==> config.mk <==
export PLATFORM = sky130hd
export DESIGN_NAME = bus_direction_arbiter_flat
export DESIGN_NICKNAME = d
export VERILOG_FILES = /design/src/rtl/bus_direction_arbiter_if.sv /design/src/rtl/bus_direction_arbiter.sv /design/src/flat_wrapper.sv
export SDC_FILE = /design/constraint.sdc
export NUM_CORES = 1
export LEC_CHECK = 0
export CELL_PAD_IN_SITES_DETAIL_PLACEMENT = 1
export CELL_PAD_IN_SITES_GLOBAL_PLACEMENT = 2
export CORE_ASPECT_RATIO = 2
export CORE_MARGIN = 3
export CORE_UTILIZATION = 39
export CTS_BUF_LIST = sky130_fd_sc_hd__clkbuf_4 sky130_fd_sc_hd__clkbuf_8
export DETAILED_ROUTE_END_ITERATION = 16
export PLACE_DENSITY_LB_ADDON = 0.1
export RECOVER_POWER = 50
export SLEW_MARGIN = 40
export SYNTH_ARGS = -nofsm -noshare
export SYNTH_HDL_FRONTEND = slang
export SYNTH_SLANG_ARGS = --single-unit
==> constraint.sdc <==
create_clock -name clock -period 5.6 [get_ports clock]
set_input_delay 0.56 -clock clock [delete_from_list [all_inputs] [get_ports clock]]
set_output_delay 0.56 -clock clock [all_outputs]
set_load 0.01 [all_outputs]
==> src/rtl/bus_direction_arbiter_if.sv <==
// Request and transceiver-control signals between the two bus sides and the
// direction arbiter. The master side raises requests; the arbiter is the slave.
interface bus_direction_arbiter_if;
    logic       reqab;
    logic       reqba;
    logic       flowvalveab;
    logic       conflictstatusab;
    logic       prioritystatusab;
    logic       flowvalveba;
    logic       conflictstatusba;
    logic       prioritystatusba;
    logic       busy;
    logic [7:0] conflictcount;

    modport master (
        output reqab,
        output reqba,
        input  flowvalveab,
        input  conflictstatusab,
        input  prioritystatusab,
        input  flowvalveba,
        input  conflictstatusba,
        input  prioritystatusba,
        input  busy,
        input  conflictcount
    );

    modport slave (
        input  reqab,
        input  reqba,
        output flowvalveab,
        output conflictstatusab,
        output prioritystatusab,
        output flowvalveba,
        output conflictstatusba,
        output prioritystatusba,
        output busy,
        output conflictcount
    );
endinterface

==> src/rtl/bus_direction_arbiter.sv <==
// Direction arbiter for a shared bus pair: grants A->B or B->A, never both,
// bounds bursts under contention and inserts dead cycles at each turnaround.
module bus_direction_arbiter #(
    parameter int unsigned MAXBURST = 8,
    parameter int unsigned TURNGAP  = 1
) (
    input  logic                    clock,
    input  logic                    resetn,
    bus_direction_arbiter_if.slave  bus
);

    localparam logic [7:0] MAXB    = 8'(MAXBURST);
    localparam logic [3:0] GAP     = 4'(TURNGAP);
    localparam logic [7:0] CNT_MAX = 8'hFF;

    typedef enum logic [1:0] {IDLE, GRANTAB, GRANTBA, TURN} state_t;
    typedef enum logic {DIR_AB, DIR_BA} dir_t;

    state_t     state_q, state_d;
    dir_t       lastgrant_q, lastgrant_d;
    logic [7:0] burst_q, burst_d, burst_inc;
    logic [3:0] gap_q, gap_d, gap_inc;
    logic [7:0] conflictcount_q, conflictcount_d;
    logic       fvab_q, fvab_d, csab_q, csab_d, psab_q, psab_d;
    logic       fvba_q, fvba_d, csba_q, csba_d, psba_q, psba_d;
    logic       busy_q, busy_d;

    function automatic logic [7:0] sat_inc(input logic [7:0] v, input logic [7:0] lim);
        return (v >= lim) ? lim : v + 8'd1;
    endfunction

    always_comb begin
        state_d         = state_q;
        lastgrant_d     = lastgrant_q;
        burst_d         = burst_q;
        gap_d           = gap_q;
        conflictcount_d = conflictcount_q;
        burst_inc       = sat_inc(burst_q, MAXB);
        gap_inc         = gap_q + 4'd1;

        case (state_q)
            IDLE: begin
                if (bus.reqab && bus.reqba) begin
                    state_d         = (lastgrant_q == DIR_BA) ? GRANTAB : GRANTBA;
                    conflictcount_d = sat_inc(conflictcount_q, CNT_MAX);
                end else if (bus.reqab) begin
                    state_d = GRANTAB;
                end else if (bus.reqba) begin
                    state_d = GRANTBA;
                end
            end
            GRANTAB: begin
                burst_d = burst_inc;
                if (!bus.reqab) begin
                    state_d = bus.reqba ? TURN : IDLE;
                end else if ((burst_inc == MAXB) && bus.reqba) begin
                    state_d         = TURN;
                    conflictcount_d = sat_inc(conflictcount_q, CNT_MAX);
                end
            end
            GRANTBA: begin
                burst_d = burst_inc;
                if (!bus.reqba) begin
                    state_d = bus.reqab ? TURN : IDLE;
                end else if ((burst_inc == MAXB) && bus.reqab) begin
                    state_d         = TURN;
                    conflictcount_d = sat_inc(conflictcount_q, CNT_MAX);
                end
            end
            TURN: begin
                gap_d = gap_inc;
                // Requests are sampled only on the last dead cycle.
                if (gap_inc == GAP) begin
                    if (lastgrant_q == DIR_AB) begin
                        state_d = bus.reqba ? GRANTBA : (bus.reqab ? GRANTAB : IDLE);
                    end else begin
                        state_d = bus.reqab ? GRANTAB : (bus.reqba ? GRANTBA : IDLE);
                    end
                end
            end
            default: state_d = IDLE;
        endcase

        if ((state_d == TURN) && (state_q != TURN)) begin
            gap_d = 4'd0;
        end
        if ((state_d == GRANTAB) && (state_q != GRANTAB)) begin
            lastgrant_d = DIR_AB;
            burst_d     = 8'd0;
        end
        if ((state_d == GRANTBA) && (state_q != GRANTBA)) begin
            lastgrant_d = DIR_BA;
            burst_d     = 8'd0;
        end

        // Outputs are decoded from the next state so they register with it.
        fvab_d = (state_d == GRANTAB);
        psab_d = (state_d == GRANTAB);
        csab_d = (state_d == GRANTAB) && !bus.reqba;
        fvba_d = (state_d == GRANTBA);
        psba_d = (state_d == GRANTBA);
        csba_d = (state_d == GRANTBA) && !bus.reqab;
        busy_d = (state_d != IDLE);
    end

    always_ff @(posedge clock or negedge resetn) begin
        if (!resetn) begin
            state_q         <= IDLE;
            lastgrant_q     <= DIR_BA;
            burst_q         <= 8'd0;
            gap_q           <= 4'd0;
            conflictcount_q <= 8'd0;
            fvab_q          <= 1'b0;
            csab_q          <= 1'b0;
            psab_q          <= 1'b0;
            fvba_q          <= 1'b0;
            csba_q          <= 1'b0;
            psba_q          <= 1'b0;
            busy_q          <= 1'b0;
        end else begin
            state_q         <= state_d;
            lastgrant_q     <= lastgrant_d;
            burst_q         <= burst_d;
            gap_q           <= gap_d;
            conflictcount_q <= conflictcount_d;
            fvab_q          <= fvab_d;
            csab_q          <= csab_d;
            psab_q          <= psab_d;
            fvba_q          <= fvba_d;
            csba_q          <= csba_d;
            psba_q          <= psba_d;
            busy_q          <= busy_d;
        end
    end

    assign bus.flowvalveab      = fvab_q;
    assign bus.conflictstatusab = csab_q;
    assign bus.prioritystatusab = psab_q;
    assign bus.flowvalveba      = fvba_q;
    assign bus.conflictstatusba = csba_q;
    assign bus.prioritystatusba = psba_q;
    assign bus.busy             = busy_q;
    assign bus.conflictcount    = conflictcount_q;

endmodule

==> src/flat_wrapper.sv <==
// flat-port wrapper written by rule: the top's interface ports become plain ports
module bus_direction_arbiter_flat 
#(
    parameter int unsigned MAXBURST = 8,
    parameter int unsigned TURNGAP  = 1
)
  (clock, resetn, bus_reqab, bus_reqba, bus_flowvalveab, bus_conflictstatusab, bus_prioritystatusab, bus_flowvalveba, bus_conflictstatusba, bus_prioritystatusba, bus_busy, bus_conflictcount);
  bus_direction_arbiter_if bus_i ();
  input  logic clock;
  input  logic resetn;
  input wire logic [$bits(bus_i.reqab)-1:0] bus_reqab;
  input wire logic [$bits(bus_i.reqba)-1:0] bus_reqba;
  output wire logic [$bits(bus_i.flowvalveab)-1:0] bus_flowvalveab;
  output wire logic [$bits(bus_i.conflictstatusab)-1:0] bus_conflictstatusab;
  output wire logic [$bits(bus_i.prioritystatusab)-1:0] bus_prioritystatusab;
  output wire logic [$bits(bus_i.flowvalveba)-1:0] bus_flowvalveba;
  output wire logic [$bits(bus_i.conflictstatusba)-1:0] bus_conflictstatusba;
  output wire logic [$bits(bus_i.prioritystatusba)-1:0] bus_prioritystatusba;
  output wire logic [$bits(bus_i.busy)-1:0] bus_busy;
  output wire logic [$bits(bus_i.conflictcount)-1:0] bus_conflictcount;
  assign bus_i.reqab = bus_reqab;
  assign bus_i.reqba = bus_reqba;
  assign bus_flowvalveab = bus_i.flowvalveab;
  assign bus_conflictstatusab = bus_i.conflictstatusab;
  assign bus_prioritystatusab = bus_i.prioritystatusab;
  assign bus_flowvalveba = bus_i.flowvalveba;
  assign bus_conflictstatusba = bus_i.conflictstatusba;
  assign bus_prioritystatusba = bus_i.prioritystatusba;
  assign bus_busy = bus_i.busy;
  assign bus_conflictcount = bus_i.conflictcount;
  bus_direction_arbiter #(.MAXBURST(MAXBURST), .TURNGAP(TURNGAP)) u_core (.clock(clock), .resetn(resetn), .bus(bus_i));
endmodule
## Yosys cells after proc, flatten, opt, wreduce, memory -nomap -nowiden

Cells that the tools add are included.

| word-level totals | value |
|---|---|
| output and inout port bits | 15 |
| register bits | 28 |

| operators by class | value |
|---|---|
| order comparisons | 2 |
| muxes and demuxes | 32 |
| reduce and logical (&&, ||, !) cells | 18 |
| eq/ne operators | 16 |
| $add $sub $neg | 3 |

Operator list:

| operator | count |
|---|---|
| 2-to-1 mux 8 bit | 10 |
| 2-to-1 mux 2 bit | 15 |
| case mux 8 bit (3 select lines) | 1 |
| adder 8 x 1 -> 8 bit, second input constant | 2 |
| equality test 2 bit, second input constant | 4 |
| equality test 8 x 4 -> 1 bit, second input constant | 1 |
| greater-or-equal comparator 8 x 4 -> 1 bit, second input constant | 1 |
| greater-or-equal comparator 8 bit, second input constant | 1 |
| logical AND 1 bit | 8 |
| 2-to-1 mux 4 bit | 2 |
| != test 2 x 1 -> 1 bit, second input constant | 4 |
| != test 2 bit, second input constant | 4 |
| case mux 2 bit (4 select lines) | 1 |
| AND reduction 6 bit | 1 |
| nonzero test 2 bit | 3 |
| nonzero test 3 bit | 2 |
| adder 4 x 1 -> 4 bit, second input constant | 1 |
| equality test 2 x 1 -> 1 bit, second input constant | 2 |
| equality test 4 x 1 -> 1 bit, second input constant | 1 |
| 2-to-1 mux 1 bit | 3 |
| logical NOT 1 bit | 2 |
| logical NOT 2 bit | 1 |
| OR reduction 2 bit | 1 |

## Depth between registers and ports, before layout

Gate-level depths: netlist of the first run.

| depth | value |
|---|---|
| depth after elaboration | 11 |
| gate-level depth with buffers | 10 |
| mapped depth without buffers | 9 |

## Least setup slack after synthesis of the first run

No wires, ideal clock.

| path | value |
|---|---|
| kind | flip-flop to flip-flop |
| from | reg u_core.state_q[0] |
| to | reg u_core.burst_q[4] |
| slack | 3.403 ns |
| arrival | 2.055 ns |
| period minus slack after synthesis | 2.197 ns |
| stages on the path, launching flop included | 10 |
| data required time | 5.457 ns |
| setup time | 0.143 ns |
| buffers on the path | 1 |
| path through | dfrtp_1 -> inv_1 -> ha_1 -> clkbuf_1 -> o22ai_1 -> a21oi_1 -> o31ai_1 -> mux2_2 -> a21oi_1 -> nor4b_1 |

| on the way | value |
|---|---|
| longest elaborated chain between the ends | 8 |
| elaborated cells between the ends (all ways) | 23 |
| classes of those cells | eq/ne: 7; mux: 11; reduce/logical: 5 |

Ends and longest elaborated chain:

| what | line | RTL |
|---|---|---|
| start, declared | bus_direction_arbiter.sv:19 | `state_t state_q, state_d;` |
| start signal, assigned | bus_direction_arbiter.sv:121 | `state_q <= state_d;` |
| 2-to-1 mux 2 bit | bus_direction_arbiter.sv:48 | `end else if (bus.reqba) begin` |
| 2-to-1 mux 2 bit | bus_direction_arbiter.sv:46 | `end else if (bus.reqab) begin` |
| 2-to-1 mux 2 bit | bus_direction_arbiter.sv:43 | `if (bus.reqab && bus.reqba) begin` |
| case mux 2 bit (4 select lines) | bus_direction_arbiter.sv:41 | `case (state_q)` |
| equality test 2 x 1 -> 1 bit | bus_direction_arbiter.sv:87 | `if ((state_d == GRANTAB) && (state_q != GRANTAB)) begin` |
| logical AND 1 bit | bus_direction_arbiter.sv:87 |  |
| 2-to-1 mux 8 bit | bus_direction_arbiter.sv:87 |  |
| 2-to-1 mux 8 bit | bus_direction_arbiter.sv:91 | `if ((state_d == GRANTBA) && (state_q != GRANTBA)) begin` |
| end signal, assigned | bus_direction_arbiter.sv:123 | `burst_q <= burst_d;` |
| end, declared | bus_direction_arbiter.sv:21 | `logic [7:0] burst_q, burst_d, burst_inc;` |

Several ways; a longest one is shown, not always the timed one.
A chain may end at the register's enable or synchronous reset.

## Worst setup path in the final report of the first run

| path | value |
|---|---|
| from | reg u_core.burst_q[0] |
| to | reg u_core.burst_q[1] |

| on the way | value |
|---|---|
| longest elaborated chain between the ends | 11 |
| elaborated cells between the ends (all ways) | 19 |
| classes of those cells | add/sub: 1; order compare: 1; eq/ne: 3; mux: 9; reduce/logical: 5 |

Ends and longest elaborated chain:

| what | line | RTL |
|---|---|---|
| adder 8 x 1 -> 8 bit or greater-or-equal comparator 8 x 4 -> 1 bit (tied branches) | bus_direction_arbiter.sv:29 | `return (v >= lim) ? lim : v + 8'd1;` |
| 2-to-1 mux 8 bit (*) | bus_direction_arbiter.sv:29 |  |
| equality test 8 x 4 -> 1 bit | bus_direction_arbiter.sv:56, bus_direction_arbiter.sv:65 |  |
| logical AND 1 bit (on tied branches) | bus_direction_arbiter.sv:65, bus_direction_arbiter.sv:56 |  |
| 2-to-1 mux 2 bit (on tied branches) | bus_direction_arbiter.sv:65, bus_direction_arbiter.sv:56 |  |
| 2-to-1 mux 2 bit (on tied branches) | bus_direction_arbiter.sv:63, bus_direction_arbiter.sv:54 |  |
| case mux 2 bit (4 select lines) | bus_direction_arbiter.sv:41 |  |
| equality test 2 x 1 -> 1 bit | bus_direction_arbiter.sv:87 |  |
| logical AND 1 bit | bus_direction_arbiter.sv:87 |  |
| 2-to-1 mux 8 bit | bus_direction_arbiter.sv:87 |  |
| 2-to-1 mux 8 bit | bus_direction_arbiter.sv:91 |  |

Every way passes the cells marked *; elsewhere a longest branch is shown, timed or not. The select of a mux whose other input is x is not followed.

==> results of run 1 <==
-- through the flow --
| step | instances | util, % | setup WS (ps) | cell area [um2] |
|---|---|---|---|---|
| after global placement | 231 | 47.0 | 2900 | 1840 |
| after detailed placement | 231 | 47.0 | 2780 | 1840 |
| after floorplan | 167 | - | 3400 | 1630 |
| after CTS | 235 | 48.8 | 2870 | 1910 |
| final | 235 | 48.7 | 2870 | 1910 |
| after global routing | 235 | 48.7 | 2660 | 1910 |
-- power groups by stage --
stage / logic (uW) / clock network, uW / registers (uW)
after floorplan: 401 / 0 / 356
after global placement: 595 / 0 / 353
after detailed placement: 615 / 0 / 357
after CTS: 618 / 166 / 353
after global routing: 671 / 174 / 363
final: 604 / 162 / 351
-- area by class of cell --
class / count / area (um2)
clock inverter: 1 / 30.0
fill: 480 / 2010
tap: 51 / 63.8
inverter: 17 / 65.1
multi-input combinational: 116 / 825
timing repair buffer: 19 / 184
clock buffer: 3 / 41.3
sequential: 28 / 702
-- worst min-delay path by stage --
stage                                   startpoint                             end  slack, ps  cells past startpoint
global route        u_core.lastgrant_q$_DFFE_PN1P_  u_core.lastgrant_q$_DFFE_PN1P_        530                      2
detailed placement  u_core.lastgrant_q$_DFFE_PN1P_  u_core.lastgrant_q$_DFFE_PN1P_        500                      2
finish              u_core.lastgrant_q$_DFFE_PN1P_  u_core.lastgrant_q$_DFFE_PN1P_        510                      2
floorplan                                   resetn   u_core.burst_q[0]$_DFFE_PN0P_        260                      0
global placement     u_core.burst_q[7]$_DFFE_PN0P_   u_core.burst_q[7]$_DFFE_PN0P_        510                      2
CTS                 u_core.lastgrant_q$_DFFE_PN1P_  u_core.lastgrant_q$_DFFE_PN1P_        510                      2
-- worst reg2reg max path, stage by stage (launching register included) --
cell and delay (ps):
dfrtp_1 390, inv_1 80, ha_1 310, o311ai_1 570
o31ai_1 180, mux2_2 350, a21oi_1 560, nor3_1 140
-- registers in the layout, indices dropped and copies added, names as in the netlist --
name,count
u_core.gap_q,4
u_core.bus.busy,1
u_core.bus.conflictstatusba,1
u_core.lastgrant_q,1
u_core.bus.flowvalveba,1
u_core.state_q,2
u_core.bus.conflictcount,8
u_core.bus.conflictstatusab,1
u_core.burst_q,8
u_core.bus.flowvalveab,1
-- kinds of logic (layout without fill, tap and decap cells) --
family	count (synthesis)	count (layout)	synth area share (%)
buffers and inverters	23	40	6.30
adders and majority gates	10	10	7.68
AOI/OAI and AO/OA	43	43	18.7
muxes	7	7	4.68
and+or+nand+nor	56	56	19.5
DFF	28	28	43.1
-- layer usage --
metal	vias up	share of wire [%]	global-route usage, %
met5	-	0	0
met4	0	2.9	7.47
met3	12	3.0	2.00
met2	41	58	32.9
met1	649	36	18.1
li1	639	-	-
-- cells in the final DEF (no fill, tap or decap), drive strengths merged, types with 2 or more instances in the layout --
master	synthesis	final
dfrtp	27	27
a21oi	17	17
inv	16	16
nand2	11	11
nand3	10	10
ha	10	10
clkdlybuf4s50	0	10
dlygate4sd3	0	8
nor2	8	8
nor3	7	7
mux2	5	5
nor4b	5	5
a31oi	4	4
clkbuf	3	4
o31ai	3	3
o22ai	3	3
and2	3	3
and3	3	3
a21o	2	2
nor4	2	2
o21ai	2	2
mux2i	2	2
nand4	2	2
or3	2	2
o311ai	2	2
==> flow_metrics.tcl, run 1 <==
set metrics [dict create \
    sw_frac_of_total_pct 43.8 \
    hold_ws_ps 509 \
    grt_setup_unrepaired "no" \
    synth_ff_type "dfrtp_1" \
    worstSetupPathType "reg2reg" \
    track_usage_pct 17.4 \
    initial_core_util_pct 41.5 \
    setup_viol 0 \
    period_needed_ps 2730 \
    max_stage_delay_ps 570 \
    yosysTopAreaCell "dfrtp_1" \
    route.antenna.remaining_nets 0 \
    synth_area_leaders "dfrtp_1 (41%), ha_1 (7.7%), a21oi_1 (4.9%)" \
    routedWlPerCell_um 17.1 \
    status "finished, violations left" \
    cts_sinks 28 \
    die_w_um 51.7 \
    crit_start "u_core.burst_q[0]$_DFFE_PN0P_" \
    place.gp.congestion 0.900 \
    n_antenna_cell 0 \
    crit_cells 7 \
    holdBufCountCts 0 \
    path_clk_slew_ps 100 \
    reg2reg_to "u_core.burst_q[1]$_DFFE_PN0P_" \
    synth_seq_area_share_pct 43.1 \
    r2r-start "u_core.burst_q[0]$_DFFE_PN0P_" \
    ctsResizeCount 0 \
    critical_path_required_ps 5740 \
    ys_types 46 \
    post-route-period-util_pct 48.7 \
    crit_arrival_ps 2870 \
    yosysWarningCount 0 \
    maxCapViolCount 1 \
    p_seq_share_pct 31.4 \
    total_power_uw 1120 \
    numCtsBuffers 3 \
    grt-ovfl-total 0 \
    synth-edff-count 0 \
    p_clk_share_pct 14.5 \
    synth_seq_cells 28 \
    crit_family "compound AO/OA/AOI/OAI gates" \
    powerDensity_nw_per_um2 585 \
    grt_max_degree 29 \
    grt_pass1_vias 1448 \
    switchingPower_uw 489 \
    worstMarginPinSlew_ps 1520 \
    viasPerCell 5.71 \
    async_reset_ff_share_pct 100 \
    drc_errors 0 \
    first_pass_iters 4 \
    drive_above_1_share_pct 10.3 \
    drt_wl_total_mm 4.02 \
    slew_headroom_pct -1.54 \
    num_io_pins 19 \
    grt_pass1_wl_mm 6.78 \
    end_kind "register" \
    combPwrFrac_pct 54.0 \
    htreeDepth 1 \
    crit_path_end "u_core.burst_q[1]$_DFFE_PN0P_" \
    yosys.area.top_type_share_pct 41.5 \
    die_area_um2 5040 \
    r2r_setup_slack_ps 2870 \
    drtIter0Drc 18 \
    intPower_uw 628 \
    clock.fmax_mhz 367 \
    failed_checks "max-capacitance violations, max-slew violations" \
    yosys.cell_count.top_type "dfrtp_1" \
    dieHeight_um 97.4 \
    cts_tree "built" \
    rows 32 \
    fin_nets 199 \
    rr_worst_depth 7 \
    postSynthCellCount 167 \
    path_buf_inv 1 \
    antenna_found_initial 0 \
    holdCritPathClass "reg2reg" \
    hpwlAfterDp_mm 3.15 \
    crit_slowest_cell "o311ai_1" \
    synth_common_cells "dfrtp_1 (27), a21oi_1 (16), inv_1 (16), nand2_1 (11)" \
    syn2layout_area_growth_pct 17.3 \
    cp_cell_sequence "inv_1 > ha_1 > o311ai_1 > o31ai_1 > mux2_2 > a21oi_1 > nor3_1" \
    cts.path.max_buffers 2 \
    clk_latency_ps 280 \
    synth_fp_nets 181 \
    cts_root_buf "clkbuf_8" \
    slew_viol_final 29 \
    post-cts-setup-buffers 0 \
    p_leak_uw 0.000870 \
    cp-start-kind "register" \
    finalHoldViolations 0 \
    crit_fanout 8 \
    setup-tns-final_ps 0 \
    io_buffers 18 \
    finClkSkew_ps 8.55 \
    syn_avg_cell_area_um2 9.75 \
    syn-cell-area_um2 1630 \
    vias 1341 \
    coreArea_um2 3920 \
    peakVddDrop_uv 273 \
]
No activity file was read; power rests on OpenSTA's default activity.
==> inputs of run 2 (changes only) <==
Settings changed: CORE_UTILIZATION 39 to 33.
Clock period 5.6 ns to 2.4 ns, I/O delays scaled along.
==> flow_metrics.tcl, run 2 (same netlist as run 1, synthesis figures left out) <==
set metrics [dict create \
    status "finished, violations left" \
    failed_checks "max-capacitance violations, max-slew violations" \
    r2r_setup_slack_ps 120 \
    crit_start "u_core.gap_q[1]$_DFFE_PN0P_" \
    fin_nets 218 \
    crit_path_end "u_core.burst_q[5]$_DFFE_PN0P_" \
    grt_max_degree 29 \
    first_pass_iters 4 \
    most-common-layout-cells "dfrtp_1 (27), buf_4 (18), inv_1 (16)" \
    r2r-start "u_core.gap_q[1]$_DFFE_PN0P_" \
    rows 35 \
    routedWlPerCell_um 16.7 \
    track_usage_pct 15.8 \
    cts_sinks 28 \
    worstSetupPathType "reg2reg" \
    grt_pass1_vias 1450 \
    final_area_um2 2120 \
    initial_core_util_pct 34.8 \
    n_antenna_cell 0 \
    clock.fmax_mhz 438 \
    cts.path.max_buffers 2 \
    cp-start-kind "register" \
    route.antenna.remaining_nets 0 \
    clk_latency_ps 270 \
    drt_wl_total_mm 4.32 \
    htreeDepth 1 \
    finClkSkew_ps 8.89 \
    numCtsBuffers 3 \
    finalHoldViolations 0 \
    cts_root_buf "clkbuf_8" \
    place.gp.congestion 0.733 \
    drc_errors 0 \
    grt_pass1_wl_mm 7.27 \
    viasPerCell 5.34 \
    grt_setup_unrepaired "yes" \
    coreArea_um2 4690 \
    rr_worst_depth 8 \
    powerDensity_nw_per_um2 1350 \
    maxCapViolCount 1 \
    io_buffers 18 \
    crit_arrival_ps 2460 \
    critical_path_required_ps 2580 \
    setup-tns-final_ps 0 \
    antenna_found_initial 0 \
    dp_worst_setup_slack_ps -12.3 \
    slew_viol_final 29 \
    crit_fanout 8 \
    vias 1377 \
    worst_slack_ps 116 \
    hpwlAfterDp_mm 3.62 \
    worstMarginPinSlew_ps 1520 \
    post-route-period-util_pct 95.2 \
    grt-ovfl-total 0 \
    period_needed_ps 2280 \
    peakVddDrop_uv 555 \
    syn2layout_area_growth_pct 29.9 \
    die_area_um2 5870 \
    path_clk_slew_ps 100 \
    setup_viol 0 \
    num_io_pins 19 \
    holdCritPathClass "reg2reg" \
    p_leak_uw 0.000970 \
    slew_headroom_pct -1.09 \
    holdBufCountCts 0 \
    drive_above_1_share_pct 22.7 \
    final_common_cell "dfrtp_1" \
    end_kind "register" \
    dieHeight_um 105 \
    die_w_um 55.7 \
    dpl_cell_area_um2 2000 \
    drtIter0Drc 14 \
    cts_tree "built" \
    reg2reg_to "u_core.burst_q[5]$_DFFE_PN0P_" \
]
==> run 2: cell types whose count changed in the layout (fill, tap and decap cells not counted), sizes merged <==
cell	delta
buf	+19
clkdlybuf4s50	+3
dlygate4sd3	-3
==> run 2: worst max-delay path, stage by stage, from the launching register on <==
cell	delay, ps
dfrtp_1	430
ha_2	210
or3_2	470
o31ai_1	130
o2111a_1	260
o211ai_2	110
nor4b_4	150
buf_4	160
nor4b_2	280
==> run 2: power by group <==
| group | total, uW | internal (uW) | switching, uW |
|---|---|---|---|
| combinational | 1680 | 788 | 892 |
| clock | 366 | 223 | 143 |
| sequential | 812 | 645 | 168 |
==> run 2: layout make-up <==
type	count	area, um2
timing repair buffer	38	339
clock inverter	1	30.0
clock buffer	3	41.3
sequential	28	702
multi-input combinational	116	870
tap	55	68.8
inverter	17	65.1
fill	548	2570
==> run 2: metrics by stage <==
step / total power, uW / cells / utilization, % / hold WS (ps)
2_1_floorplan: 1760 / 167 / - / -55.6
3_3_place_gp: 2430 / 253 / 42.6 / 495
3_5_place_dp: 2490 / 253 / 42.6 / 504
4_1_cts: 2880 / 257 / 44.5 / 347
5_1_grt: 3120 / 258 / 45.2 / 558
6_report: 2860 / 258 / 45.2 / 515
==> run 2: worst min-delay path by stage <==
stage               cells after the start  slack [ps]                                       to                           start
global route                            2         560           u_core.lastgrant_q$_DFFE_PN1P_  u_core.lastgrant_q$_DFFE_PN1P_
floorplan                               0         -60            u_core.burst_q[0]$_DFFE_PN0P_                          resetn
finish                                  2         520           u_core.lastgrant_q$_DFFE_PN1P_  u_core.lastgrant_q$_DFFE_PN1P_
detailed placement                      2         500           u_core.lastgrant_q$_DFFE_PN1P_  u_core.lastgrant_q$_DFFE_PN1P_
CTS                                     2         350  u_core.bus.conflictcount[5]$_DFFE_PN0P_                          resetn
global placement                        2         490           u_core.lastgrant_q$_DFFE_PN1P_  u_core.lastgrant_q$_DFFE_PN1P_
==> run 2: metal layers <==
layer / track usage [%] / share of wire (%) / vias up
met4: 4.00 / 1.3 / 0
met3: 2.21 / 1.6 / 4
met5: 0 / 0 / -
met2: 32.2 / 62 / 17
li1: - / - / 677
met1: 16.0 / 35 / 679
==> run 2: what timing repair did <==
action | 4_1_cts | 5_1_grt
setup buffers | 0 | 1
gates resized for setup | 3 | 5
hold endpoints to repair | 0 | 0
endpoints found under the setup margin | 2 | 8
pin swaps | 0 | 1
==> inputs of run 3 (changes only) <==
Settings changed: CORE_UTILIZATION 33 to 37, DONT_BUFFER_PORTS set to 1.
==> flow_metrics.tcl, run 3 (same netlist as run 1, synthesis figures left out) <==
set metrics [dict create \
    status "complete, no violations" \
    finClkSkew_ps 6.60 \
    slew_viol_final 0 \
    dieHeight_um 99.8 \
    holdCritPathClass "in2reg" \
    worstSetupPathType "reg2reg" \
    setup-tns-final_ps 0 \
    grt-ovfl-total 0 \
    crit_slowest_cell "dfrtp_1" \
    n_antenna_cell 0 \
    slew_headroom_pct 2.10 \
    place.gp.congestion 0.714 \
    critical_path_required_ps 2560 \
    coreArea_um2 4170 \
    routedWlPerCell_um 17.5 \
    vias 1302 \
    fill_cells 507 \
    post-route-period-util_pct 95.8 \
    grt_pass1_vias 1484 \
    cts_tree "built" \
    cts_root_buf "clkbuf_8" \
    drtIter0Drc 9 \
    die_area_um2 5280 \
    track_usage_pct 16.4 \
    path_clk_slew_ps 90 \
    clock.fmax_mhz 435 \
    finalHoldViolations 0 \
    grt_max_degree 29 \
    peakVddDrop_uv 632 \
    r2r-start "u_core.gap_q[1]$_DFFE_PN0P_" \
    crit_family "compound AO/OA/AOI/OAI gates" \
    fin_nets 195 \
    r2r_setup_slack_ps 100 \
    cp_cell_sequence "inv_1 > ha_4 > nand3_1 > or3_1 > a21o_1 > o211a_4 > clkinv_2 > a21oi_2 > a221o_1" \
    crit_arrival_ps 2460 \
    p_leak_uw 0.000858 \
    drc_errors 0 \
    final_common_cell "dfrtp_1" \
    min_from "bus_reqab" \
    worstMarginPinSlew_ps 1470 \
    num_io_pins 19 \
    cts.path.max_buffers 2 \
    cp-start-kind "register" \
    syn2layout_area_growth_pct 17.9 \
    drive_above_1_share_pct 24.4 \
    drt_wl_total_mm 4.05 \
    htreeDepth 1 \
    period_needed_ps 2300 \
    crit_fanout 5 \
    initial_core_util_pct 39.1 \
    antenna_found_initial 0 \
    setup_viol 0 \
    rows 33 \
    holdPathEnd "u_core.bus.conflictstatusba$_DFF_PN0_" \
    most-common-layout-cells "dfrtp_1 (26), inv_1 (16), a21oi_1 (15)" \
    hpwlAfterDp_mm 3.17 \
    whs_path_depth 1 \
    first_pass_iters 2 \
    route.antenna.remaining_nets 0 \
    utilization_pct 46.1 \
    post-cts-setup-buffers 0 \
    max_stage_delay_ps 460 \
    grt_pass1_wl_mm 6.61 \
    path_buf_inv 2 \
    die_w_um 52.9 \
    numCtsBuffers 3 \
    cts_sinks 28 \
    io_buffers 0 \
    reg2reg_to "u_core.gap_q[2]$_DFFE_PN0P_" \
    maxCapViolCount 0 \
    rr_worst_depth 9 \
    powerDensity_nw_per_um2 1360 \
    clk_latency_ps 270 \
    end_kind "register" \
    viasPerCell 5.61 \
]
run 3: area by class of cell:
cell class / count / area (um2) / share of cell area [%]
clock buffers: 4 / 55.1 / 2.87
inverters: 17 / 65.1 / 3.39
multi-input cells: 116 / 917 / 47.8
flip-flops and latches: 28 / 703 / 36.6
well taps: 52 / 65.1 / 3.39
repair buffers: 15 / 115 / 5.99
run 3: routing by layer:
layer  track usage [%]  vias up  part of all wire (%)
met5                 0        -                     0
met1              14.9      651                    34
met3              2.82        8                   1.3
li1                  -      628                     -
met2              33.1       15                    62
met4              5.71        0                   2.1
run 3: per-stage QoR:
step                hold slack [ps]  worst slack [ps]  cell area (um2)  cells  total power (uW)
detailed placement            -54.9              22.5             1750    226              2200
global placement              -55.0              24.3             1750    226              2150
floorplan                     -55.6               203             1630    167              1760
global route                   21.2             -9.93             1920    232              2860
CTS                            38.9             0.685             1840    232              2510
finish                         45.1               102             1920    232              2610
run 3: power breakdown:
part / internal [uW] / switching (uW) / total (uW)
Combinational: 625 / 806 / 1430
Sequential: 646 / 249 / 896
Clock: 146 / 133 / 280
run 3: worst max path at each step:
| stage | start | end | depth (start not counted) |
|---|---|---|---|
| global placement | u_core.burst_q[6]$_DFFE_PN0P_ | u_core.burst_q[5]$_DFFE_PN0P_ | 10 |
| global route | u_core.burst_q[3]$_DFFE_PN0P_ | u_core.gap_q[2]$_DFFE_PN0P_ | 9 |
| detailed placement | u_core.burst_q[6]$_DFFE_PN0P_ | u_core.burst_q[4]$_DFFE_PN0P_ | 9 |
| floorplan | u_core.state_q[0]$_DFF_PN0_ | u_core.burst_q[4]$_DFFE_PN0P_ | 9 |
| finish | u_core.gap_q[1]$_DFFE_PN0P_ | u_core.gap_q[2]$_DFFE_PN0P_ | 9 |
| CTS | u_core.burst_q[6]$_DFFE_PN0P_ | u_core.burst_q[4]$_DFFE_PN0P_ | 9 |
run 3: repair_timing:
| item | in CTS | in global routing |
|---|---|---|
| hold endpoints to repair | 28 | 0 |
| gates resized for setup | 0 | 17 |
| hold buffers | 2 | 0 |
| setup endpoints to repair | 0 | 12 |
==> RTL change 1: new RTL, flow settings as in run 2 <==
The 4 states of `state_t` get a Gray code encoding in 2 bits.
--- a/src/rtl/bus_direction_arbiter.sv
+++ b/src/rtl/bus_direction_arbiter.sv
@@ -13,7 +13,7 @@
     localparam logic [3:0] GAP     = 4'(TURNGAP);
     localparam logic [7:0] CNT_MAX = 8'hFF;
 
-    typedef enum logic [1:0] {IDLE, GRANTAB, GRANTBA, TURN} state_t;
+    typedef enum logic [1:0] {IDLE = 2'b00, GRANTAB = 2'b01, GRANTBA = 2'b11, TURN = 2'b10} state_t;
     typedef enum logic {DIR_AB, DIR_BA} dir_t;
 
     state_t     state_q, state_d;
Check against the original RTL: no difference found for any inputs over 10 cycles, from zero or initial values and one cycle with resetn low; not proved beyond that.
==> RTL change 1 against run 2 <==
Worst setup slack gained 0.051 ns; area after synthesis fell by 13%; total power down 27%; final area decreased by 18%; sequential cell count stayed put; routed wire length down 20%; via count decreased by 17%; maximum frequency grew 2.3%; critical path type unchanged.
==> RTL change 1: results (changes against run 2) <==
Synth
  – Xor-xnor portion of the synthesized cell area: 1.230% (was 0%)
  – Post-synthesis mux area share: 0.7030% (was 4.685%)
  – Synth cell count leaders: dfrtp_1, inv_1, nor2_1 (was dfrtp_1, a21oi_1, inv_1)
  – Syn Nets: 157 (was 181)
  – Adder-cell share of the synthesized area: 4.394% (was 7.680%)
  – Top cells by area, synth: dfrtp_1, ha_1, inv_1 (was dfrtp_1, ha_1, a21oi_1)
  – Register area share after synthesis: 49.30% (was 43.09%)
  – Unique cell type count in the Yosys netlist: 38 (was 46)
  – Compound-Gate Fraction of Synth Area: 18.28% (was 18.74%)

Status
  – Outcome: complete, no violations (was complete, but fails checks)

Route
  – Met1 Wirelength: 1.233 mm (was 1.499 mm)
  – Final wirelength: 3.457 mm (was 4.320 mm)
  – Met2 Wirelength: 2.095 mm (was 2.694 mm)
  – DR iter-0 viols: 4 (was 14)
  – WL met3: 63 um (was 70 um)
  – Vias per cell: 5.163 (was 5.337)
  – DRT Pass-1 Iters: 2 (was 4)

Critical path
  – Slowest-stage cell, CP: dfrtp_1 (was or3_2)
  – Critical path startpoint: u_core.gap_q[0] (was u_core.gap_q[1])
  – Worst setup path end: u_core.gap_q[3] (was u_core.burst_q[5])
  – Max stage delay on crit path: 0.43 ns (was 0.47 ns)
  – CP delay by family, top: compound AO/OA/AOI/OAI gates (was simple AND/OR/NAND/NOR gates)
  – Worst reg-to-reg path cell count: 9 (was 8)
  – Worst-path maximum fanout: 5 (was 8)
  – CP Data Arrival Time: 2.39 ns (was 2.46 ns)

Place
  – Dpl cell area: 1675 um2 (was 1996 um2)
  – DP Wirelength: 2.747 mm (was 3.617 mm)
  – Place WS: 0.1129 ns (was -0.01234 ns)
  – Routability cong.: 0.7193 (was 0.7331)

Finish
  – Nets@finish: 179 (was 218)
  – Share of post-route cells with drive strength above 1: 11.24% (was 22.66%)

Global route
  – Vias in the first global route: 1254 (was 1450)
  – Met1 Use GR: 15.80% (was 15.96%)
  – Largest net degree at the start of global routing: 17 (was 29)
  – Met2 GRT Util: 29.50% (was 32.20%)
  – Gr usage total: 15.29% (was 15.81%)

STA
  – Final worst slack: 0.1674 ns (was 0.1161 ns)
  – Skew final: 0.004728 ns (was 0.008893 ns)
  – Max transition margin: 40.54% (was -1.090%)

Die
  – Die width: 52.45 um (was 55.68 um)
  – Core Footprint: 4129 um2 (was 4686 um2)

Clocking
  – Worst-path clk slew: 0.10 ns (about the same)
  – Htree depth: 1 (unchanged)
  – CTS Buf Count: 3 (unchanged)

Pwr
  – Max IR drop VDD: 0.4394 mV (was 0.5550 mV)
  – Static leakage: 0.7800 nW (was 0.9698 nW)
-- RTL change 1: cell count changes after synthesis, moves of 4 or more --
cell and change:
nor2_1 +6, a21oi_1 -5, ha_1 -5, mux2_2 -5, and2_1 +4, nor4b_1 -4
-- RTL change 1: timing repair --
action                                  CTS  global route
endpoints found under the hold margin     0             0
endpoints found under the setup margin    0             4
resized for setup                         0             1
-- RTL change 1: report_power, final --
| group | internal, mW | switching, mW | leakage, nW | total (mW) |
|---|---|---|---|---|
| Clock | 0.147 | 0.155 | 0.0288 | 0.303 |
| Sequential | 0.620 | 0.123 | 0.355 | 0.743 |
| Combinational | 0.456 | 0.598 | 0.397 | 1.05 |
| Total | 1.22 | 0.876 | 0.780 | 2.10 |
-- RTL change 1: cell type report --
type / count / area, um2
fillers: 496 / 2395
clock buffers: 4 / 55.05
flip-flops and latches: 28 / 701.9
well taps: 52 / 65.06
inverters: 16 / 60.06
multi-input cells: 98 / 638.1
repair buffers: 23 / 214.0
-- RTL change 1: worst min path at each step --
stage / to / slack (ns) / depth (start not counted)
floorplan: u_core.burst_q[0] / -0.06 / 0
global placement: u_core.burst_q[7] / 0.47 / 1
detailed placement: u_core.burst_q[4] / 0.48 / 1
CTS: u_core.bus.conflictcount[0] / 0.34 / 1
global route: u_core.burst_q[5] / 0.43 / 1
finish: u_core.burst_q[5] / 0.39 / 1
-- RTL change 1: stage by stage --
stage	hold WS [ns]	std cells
floorplan	-0.05559	148
global route	0.4277	221
global placement	0.4701	217
finish	0.3927	221
CTS	0.3431	221
detailed placement	0.4826	217
-- RTL change 1: logic make-up after synthesis --
logic type | Yosys count
flops | 28
buf+inv | 22
simple gates | 54
compound gates | 36
mux | 1
fa+ha+maj | 5
xor+xnor | 2
==> RTL change 2: new RTL, flow settings as in run 2 <==
Made on the original files. Change the localparam `CNT_MAX` from 8'hFF to 8'h7F.
--- a/src/rtl/bus_direction_arbiter.sv
+++ b/src/rtl/bus_direction_arbiter.sv
@@ -11,7 +11,7 @@
 
     localparam logic [7:0] MAXB    = 8'(MAXBURST);
     localparam logic [3:0] GAP     = 4'(TURNGAP);
-    localparam logic [7:0] CNT_MAX = 8'hFF;
+    localparam logic [7:0] CNT_MAX = 8'h7F;
 
     typedef enum logic [1:0] {IDLE, GRANTAB, GRANTBA, TURN} state_t;
     typedef enum logic {DIR_AB, DIR_BA} dir_t;
Formal check against the unedited RTL: no difference found for any inputs over 10 cycles, from zero or initial values and one cycle with resetn low; that may be too few to reach the edited logic, so the function may still have changed.
==> RTL change 2 against run 2 <==
The flow still finishes with violations (capacitance limit, slew limit); final area is 5.8% higher; synthesized cell count up 4.8%; sequential cell count did not move; clock skew is 0.0064 ns lower; total power increased by 11%; area after synthesis increased by 1.5%; global-route usage decreased by 0.15 points; utilization grew 2.2 points; worst setup slack got worse by 0.058 ns; routed wire length increased by 3.5%; die area increased by 1.3%; count of clock-buffer cells in the layout increased by 1.
==> RTL change 2: results (changes against run 2) <==
Global route
  – Met2 GRT Util: 29.65% (was 32.20%)
  – Gr usage total: 15.66% (was 15.81%)
  – Vias in the first global route: 1573 (was 1450)

Finish
  – Fill cell count: 549 (was 548)
  – Multi-input gate area: 954.7 um2 (was 869.6 um2)
  – Clock buffers: 4 (was 3)
  – Buffering overhead: 17.94% (was 16.03%)
  – Bufs w/o clock: 48 (was 38)

Critical path
  – Reg2reg end: u_core.burst_q[1] (was u_core.burst_q[5])

Die
  – Die area: 5945 um2 (was 5866 um2)

Pwr
  – Static leakage: 0.9982 nW (was 0.9698 nW)
  – Clock network power share: 9.2% (was 12.8%)
  – Switch Pwr: 1.385 mW (was 1.202 mW)
  – P_comb: 2.08 mW (was 1.68 mW)

Place
  – Place WS: -0.1540 ns (was -0.01234 ns)
  – Routability cong.: 0.8197 (was 0.7331)
  – Dpl cell area: 2042 um2 (was 1996 um2)
  – DP Wirelength: 3.327 mm (was 3.617 mm)

Job
  – Max-Cap Viols: 1 (unchanged)

STA
  – Max-slew violations: 29 (unchanged)
  – Max transition margin: -0.6927% (was -1.090%)
  – Skew final: 0.002504 ns (was 0.008893 ns)

Route
  – Vias: 1479 (was 1377)
  – Met2 Wirelength: 2.485 mm (was 2.694 mm)
  – Final wirelength: 4.471 mm (was 4.320 mm)
  – DR iter-0 viols: 45 (was 14)

Synth
  – Post-synthesis mux area share: 1.968% (was 4.685%)
  – Unique cell type count in the Yosys netlist: 50 (was 46)
  – Top cells by area, synth: dfrtp_1, ha_1, nand2_1 (was dfrtp_1, ha_1, a21oi_1)
  – Synth Area per Inst: 9.445 um2 (was 9.755 um2)
  – Register area share after synthesis: 42.47% (was 43.09%)

Status
  – Violated checks: capacitance limit, slew limit (unchanged)
  – Outcome: complete, but fails checks (unchanged)

Worst hold path
  – Hold path cells: 1 (was 2)
==> RTL change 2: critical path: stages, from the launching register on <==
cell and delay [ns]:
dfrtp_1 0.43, ha_1 0.27, nor4b_4 0.36, nor2_1 0.12
mux2i_1 0.17, a31oi_4 0.28, inv_2 0.10, or3_1 0.34
and3_1 0.17
==> RTL change 2: worst max path at each step <==
| stage | slack [ns] | to | from |
|---|---|---|---|
| finish | 0.06 | u_core.burst_q[1] | u_core.gap_q[1] |
| detailed placement | -0.15 | u_core.burst_q[5] | u_core.gap_q[1] |
| global placement | -0.03 | u_core.burst_q[1] | u_core.gap_q[1] |
| global route | -0.04 | u_core.burst_q[1] | u_core.burst_q[3] |
| CTS | 0.01 | u_core.bus.conflictcount[7] | u_core.burst_q[0] |
| floorplan | 0.01 | u_core.burst_q[1] | u_core.state_q[0] |
==> RTL change 2: timing repair <==
action | CTS | global route
setup endpoints to repair | 12 | 17
pin swaps | 0 | 9
gates resized for setup | 4 | 16
buffers inserted | 2 | 4
